**src/rtl/zeroheti_pkg.sv**
```systemverilog
// Shared zeroHETI types and constants for the peripheral bus infrastructure.
package zeroheti_pkg;

    // Default ACCESS-phase budget before the APB arbiter aborts a transfer.
    localparam int unsigned ApbTimeoutCycles = 256;

    // Downstream APB phase tracked by the arbiter.
    typedef enum logic [1:0] {
        IDLE,
        SETUP,
        ACCESS
    } apb_arb_state_e;

endpackage

```
**src/rtl/zeroheti_rr_pick.sv**
```systemverilog
// Combinational round-robin picker: the first asserted request found
// scanning upward from last_i+1, wrapping around through last_i itself.
module zeroheti_rr_pick #(
    parameter int unsigned NumReq = 2,
    localparam int unsigned IdxW  = $clog2(NumReq)
) (
    input  logic [NumReq-1:0] req_i,
    input  logic [IdxW-1:0]   last_i,
    output logic              valid_o,
    output logic [IdxW-1:0]   idx_o
);

    // Scan from the farthest offset down to the nearest one so the nearest
    // requester after last_i is the one left standing.
    always_comb begin
        // NOTE: every output gets a default before the loop, otherwise the
        // "no request" path would infer a latch.
        valid_o = 1'b0;
        idx_o   = '0;
        for (int k = int'(NumReq); k >= 1; k--) begin
            int cand;
            cand = (int'(last_i) + k) % int'(NumReq);
            if (req_i[IdxW'(cand)]) begin
                valid_o = 1'b1;
                idx_o   = IdxW'(cand);
            end
        end
    end

endmodule

```
**src/rtl/zeroheti_apb_arbiter.sv**
```systemverilog
// Round-robin arbiter sharing the zeroHETI peripheral APB bus between several
// APB managers. Each granted transfer is replayed downstream as SETUP/ACCESS;
// a watchdog aborts an ACCESS phase the peripheral never readies.
module zeroheti_apb_arbiter
    import zeroheti_pkg::*;
#(
    parameter int unsigned          NumMgr        = 2,
    parameter int unsigned          AddrWidth     = 32,
    parameter int unsigned          DataWidth     = 32,
    parameter int unsigned          TimeoutCycles = ApbTimeoutCycles,
    parameter logic [DataWidth-1:0] TimeoutData   = DataWidth'(32'hBADC_0DE5),
    localparam int unsigned         IdxW          = $clog2(NumMgr)
) (
    input  logic                             clk_i,
    input  logic                             rst_ni,
    input  logic [NumMgr-1:0]                m_psel_i,
    input  logic [NumMgr-1:0]                m_penable_i,
    input  logic [NumMgr-1:0]                m_pwrite_i,
    input  logic [NumMgr-1:0][AddrWidth-1:0] m_paddr_i,
    input  logic [NumMgr-1:0][DataWidth-1:0] m_pwdata_i,
    output logic [NumMgr-1:0][DataWidth-1:0] m_prdata_o,
    output logic [NumMgr-1:0]                m_pready_o,
    output logic [NumMgr-1:0]                m_pslverr_o,
    output logic                             s_psel_o,
    output logic                             s_penable_o,
    output logic                             s_pwrite_o,
    output logic [AddrWidth-1:0]             s_paddr_o,
    output logic [DataWidth-1:0]             s_pwdata_o,
    input  logic [DataWidth-1:0]             s_prdata_i,
    input  logic                             s_pready_i,
    input  logic                             s_pslverr_i,
    output logic [IdxW-1:0]                  grant_o,
    output logic                             busy_o,
    output logic                             timeout_o
);

    localparam bit          WdogEn  = (TimeoutCycles != 0);
    localparam int unsigned CntW    = WdogEn ? $clog2(TimeoutCycles + 1) : 1;
    localparam logic [CntW-1:0] CntLast = CntW'(WdogEn ? TimeoutCycles - 1 : 0);

    apb_arb_state_e  state_q, state_d;
    logic [IdxW-1:0] grant_q, grant_d;
    logic [IdxW-1:0] last_q, last_d;
    logic [CntW-1:0] cnt_q, cnt_d;

    logic            pick_valid;
    logic [IdxW-1:0] pick_idx;
    logic            expire;

    zeroheti_rr_pick #(
        .NumReq (NumMgr)
    ) i_rr_pick (
        .req_i   (m_psel_i),
        .last_i  (last_q),
        .valid_o (pick_valid),
        .idx_o   (pick_idx)
    );

    assign expire  = WdogEn && (cnt_q == CntLast) && !s_pready_i;
    assign grant_o = grant_q;
    assign busy_o  = (state_q != IDLE);

    // State, grant, round-robin pointer and watchdog registers.
    // This codebase's rst_ni is active-high despite its name.
    always_ff @(posedge clk_i or posedge rst_ni) begin
        if (rst_ni) begin
            state_q <= IDLE;
            grant_q <= '0;
            last_q  <= IdxW'(NumMgr - 1);
            cnt_q   <= '0;
        end else begin
            // NOTE: non-blocking updates so every register samples the
            // pre-edge value of the others, independent of statement order.
            state_q <= state_d;
            grant_q <= grant_d;
            last_q  <= last_d;
            cnt_q   <= cnt_d;
        end
    end

    // Next-state logic, downstream request mux and upstream response routing.
    always_comb begin
        state_d     = state_q;
        grant_d     = grant_q;
        last_d      = last_q;
        cnt_d       = cnt_q;
        s_psel_o    = 1'b0;
        s_penable_o = 1'b0;
        s_pwrite_o  = 1'b0;
        s_paddr_o   = '0;
        s_pwdata_o  = '0;
        m_pready_o  = '0;
        m_pslverr_o = '0;
        m_prdata_o  = '0;
        timeout_o   = 1'b0;

        case (state_q)
            IDLE: begin
                if (pick_valid) begin
                    grant_d = pick_idx;
                    last_d  = pick_idx;
                    state_d = SETUP;
                end
            end
            SETUP: begin
                s_psel_o   = 1'b1;
                s_pwrite_o = m_pwrite_i[grant_q];
                s_paddr_o  = m_paddr_i[grant_q];
                s_pwdata_o = m_pwdata_i[grant_q];
                cnt_d      = '0;
                state_d    = ACCESS;
            end
            ACCESS: begin
                s_psel_o                = 1'b1;
                s_penable_o             = 1'b1;
                s_pwrite_o              = m_pwrite_i[grant_q];
                s_paddr_o               = m_paddr_i[grant_q];
                s_pwdata_o              = m_pwdata_i[grant_q];
                m_pready_o[grant_q]     = s_pready_i & m_penable_i[grant_q];
                m_pslverr_o[grant_q]    = s_pslverr_i;
                m_prdata_o[grant_q]     = s_prdata_i;
                if (s_pready_i) begin
                    state_d = IDLE;
                end else if (expire) begin
                    // Peripheral never answered: complete with an error.
                    m_pready_o[grant_q]  = 1'b1;
                    m_pslverr_o[grant_q] = 1'b1;
                    m_prdata_o[grant_q]  = TimeoutData;
                    timeout_o            = 1'b1;
                    state_d              = IDLE;
                end else if (WdogEn) begin
                    cnt_d = cnt_q + 1'b1;
                end
            end
            default: state_d = IDLE;
        endcase
    end

endmodule

```
**config.mk**
```make
export PLATFORM = sky130hd
export DESIGN_NAME = zeroheti_apb_arbiter
export DESIGN_NICKNAME = d
export VERILOG_FILES = /design/src/rtl/zeroheti_pkg.sv /design/src/rtl/zeroheti_rr_pick.sv /design/src/rtl/zeroheti_apb_arbiter.sv
export SDC_FILE = /design/constraint.sdc
export NUM_CORES = 1
export LEC_CHECK = 0
export CORE_AREA = 5 5 118 120
export CTS_CLUSTER_SIZE = 10
export DETAILED_ROUTE_END_ITERATION = 6
export DIE_AREA = 0 0 123 125
export SYNTH_ARGS = -nofsm -noshare
export SYNTH_HDL_FRONTEND = slang
export SYNTH_HIERARCHICAL = 1
export SYNTH_SLANG_ARGS = --single-unit
```
**constraint.sdc**
```tcl
create_clock -name clk_i -period 6.1 [get_ports clk_i]
set_input_delay 1.22 -clock clk_i [delete_from_list [all_inputs] [get_ports clk_i]]
set_output_delay 1.22 -clock clk_i [all_outputs]
set_load 0.005 [all_outputs]
```
==> key figures <==
Timing
  – Worst-Margin Slew: 1110 ps
  – Unrepaired setup endpoints after global routing: no
  – Final Skew: 1.92 ps
  – Final period util: 75.0%
  – Final hold slack: 482 ps
  – Period minus WS final: 4580 ps
  – Setup violators final: 0
  – Hold violation total from the final report: 0
  – Final TNS setup: 0 ps
  – Final worst slack: 1520 ps
  – Slew HR: 26.1%
  – Maximum clock rate: 218 MHz
  – Final Max Tran Viols: 0

Global routing
  – Total GRT Usage: 16.0%
  – Met2 Use GR: 31.3%
  – Pin count of the biggest net entering global routing: 68
  – M3 GR Usage: 6.59%
  – First-pass GRT wire length: 19.2 mm
  – Overflow left after global routing: 0
  – Busiest grt layer: met2
  – Vias in the first global route: 3466
  – Met1 usage: 15.4%
  – Initial antenna violation count: 0

Finish
  – Post-route cell area: 5570 um2
  – Number of diodes: 0
  – Nets: 782
  – Final non-filler cell total: 781
  – Share of cells above drive strength 1: 1.98%
  – Area delta synth->final: 143%

Logic synthesis
  – Post-synth ARST share: 100%
  – Most used DFF post-synth: dfrtp_1
  – Syn Area/Cell: 7.22 um2
  – Yosys warnings: 6
  – Cells after synthesis: 318
  – Synthesized flop and latch total: 13
  – Post-synth EDFFs: 0
  – Post-synthesis cell type count: 30
  – Mapped Nets: 494
  – Synthesized area: 2290 um2
  – Register area share after synthesis: 14.2%

Routing
  – Final wirelength: 13.2 mm
  – Drt wl/cell: 17.0 um
  – Number of remaining DRC errors: 0
  – Initial DRC count: 80
  – Vias per cell: 4.21
  – Via Count: 3289
  – Post-DRT Antenna Nets: 0
  – First drt pass iteration count: 4

Clocking
  – CTS Buf Count: 3
  – Root Driver: clkbuf_16
  – CTS Buffer Depth: 2
  – Hold bufs inserted after CTS: 0
  – Clock slew at reported path FFs: 40 ps
  – CTS tree: yes
  – # Post-CTS Setup Buffers: 0
  – CTS Sinks: 13
  – Clk Latency, worst-skew pair: 240 ps
  – CTS H-tree lvls: 1
  – CTS resizes: 0

Placed design
  – Gpl congestion: 0.835
  – Port Buffers: 306
  – Pre-CTS WS: 1490 ps
  – Post-place instance area: 5500 um2
  – Detailed Place HPWL: 11.5 mm
  – DP Cell Count: 777

Critical path
  – Most frequent CP cell: clkdlybuf4s50_1
  – CP Cell Sequence: clkdlybuf4s50_1 -> nor2b_2 -> buf_4 -> nor2_1 -> and2_1 -> clkdlybuf4s50_1
  – Critical Path RT: 4880 ps
  – Max FO, Critical Path: 24
  – Worst Path Arrival: 3360 ps
  – CP max stage cell: clkdlybuf4s50_1
  – CP delay by family, top: buffers and inverters
  – Crit path kind: primary input to output port
  – WP buf/inv: 3
  – Crit-path max cell delay: 630 ps
  – Critical Path End Type: output port
  – CP startpoint kind: primary input

Min path
  – Hold WC Path Type: flip-flop to flip-flop

Floorplan
  – Full die area: 15400 um2
  – Core area: 12900 um2
  – FP Rows: 42
  – Die H: 125 um
  – # IOs: 308
  – Die Wd: 123 um
  – Starting density of the core: 17.8%

Run status
  – Status: finished clean

Power
  – Maximum VDD drop: 0.198 mV
  – Static power due to leakage: 2.11 nW
  – Pwr Density: 332 nW/um2

Run
  – Number of max-cap violations: 0
[worst reg2reg max path, delay by kind of cell, from the launching register on]
family	cells	cell delay (ps)
and+or+nand+nor	4	1290
DFF	1	400
AOI/OAI and AO/OA	1	150
adders and majority gates	2	420
[synthesized netlist by cell type, types with 2 or more instances]
cell / number / share of area (%)
nor2b_1: 66 / 18
a21oi_1: 7 / 1.5
ha_1: 6 / 3.3
or3_1: 3 / 0.82
o31ai_1: 2 / 0.65
nand2_1: 4 / 0.65
or4_1: 2 / 0.65
inv_1: 7 / 1.1
nand3_1: 6 / 1.3
o21ai_0: 6 / 1.3
mux2_2: 2 / 0.98
clkbuf_1: 17 / 2.8
dfrtp_1: 12 / 13
mux2i_1: 65 / 28
and2_1: 29 / 7.9
a21o_1: 2 / 0.65
buf_2: 8 / 1.7
nor2_1: 62 / 10
[power by group]
part | switching (mW) | internal, mW
Sequential | 0.0161 | 0.110
Clock | 0.0365 | 0.0882
Combinational | 0.625 | 0.973
[stage by stage]
| step | util (%) | total power [mW] |
|---|---|---|
| after CTS | 43.3 | 1.89 |
| final | 43.3 | 1.85 |
| after global placement | 42.7 | 1.75 |
| after floorplan | - | 0.809 |
| after global routing | 43.3 | 1.98 |
| after detailed placement | 42.7 | 1.76 |
[placed cells by master, fill, tap and decap left out, drive strengths merged, types with 2 or more instances in the layout]
cell type	instances
mux2i	65
a21o	2
o31ai	2
mux2	2
nor2b	67
a21oi	7
and2	29
inv	7
o21ai	6
or3	3
clkdlybuf4s50	306
or4	2
nor2	62
nand2	4
nand3	6
dfrtp	12
buf	3
clkbuf	4
ha	6
[state kept, by name (all words and copies together), names as in the netlist]
register  cells
cnt_q         9
grant_o       1
last_q        1
state_q       2
[final timing paths]
path	startpoint	to	slack (ps)	cells past startpoint
min reg2reg	cnt_q[6]	cnt_q[6]	480	1
max reg2reg	cnt_q[0]	cnt_q[5]	3770	7
min in group asynchronous	rst_ni	cnt_q[2]	1330	2
max in group asynchronous	rst_ni	grant_o	4360	2
min	cnt_q[6]	cnt_q[6]	480	1
max	s_pready_i	m_prdata_o[48]	1520	6
[layout make-up]
| class | count | area [um2] |
|---|---|---|
| multi-input cells | 272 | 1830 |
| clock buffers | 4 | 78.8 |
| repair buffers | 309 | 3090 |
| inverters | 7 | 26.3 |
| well taps | 176 | 220 |
| fillers | 1350 | 7300 |
| flip-flops and latches | 13 | 330 |
[routing by layer]
layer  wire [um]  up-vias
met5           0        -
met1        4310     1465
met4         264        0
li1            -     1611
met2        6980      199
met3        1680       14
[cells by family after synthesis]
logic type	count (synthesis)	share of synthesized area, %
flip-flops	13	14.2
AO/OA/AOI/OAI	20	5.23
AND/OR/NAND/NOR	179	41.9
adder cells (fa/ha/maj)	6	3.27
multiplexers	67	29.3
buffers and inverters	33	6.00
(Power assumes the default switching activity.)
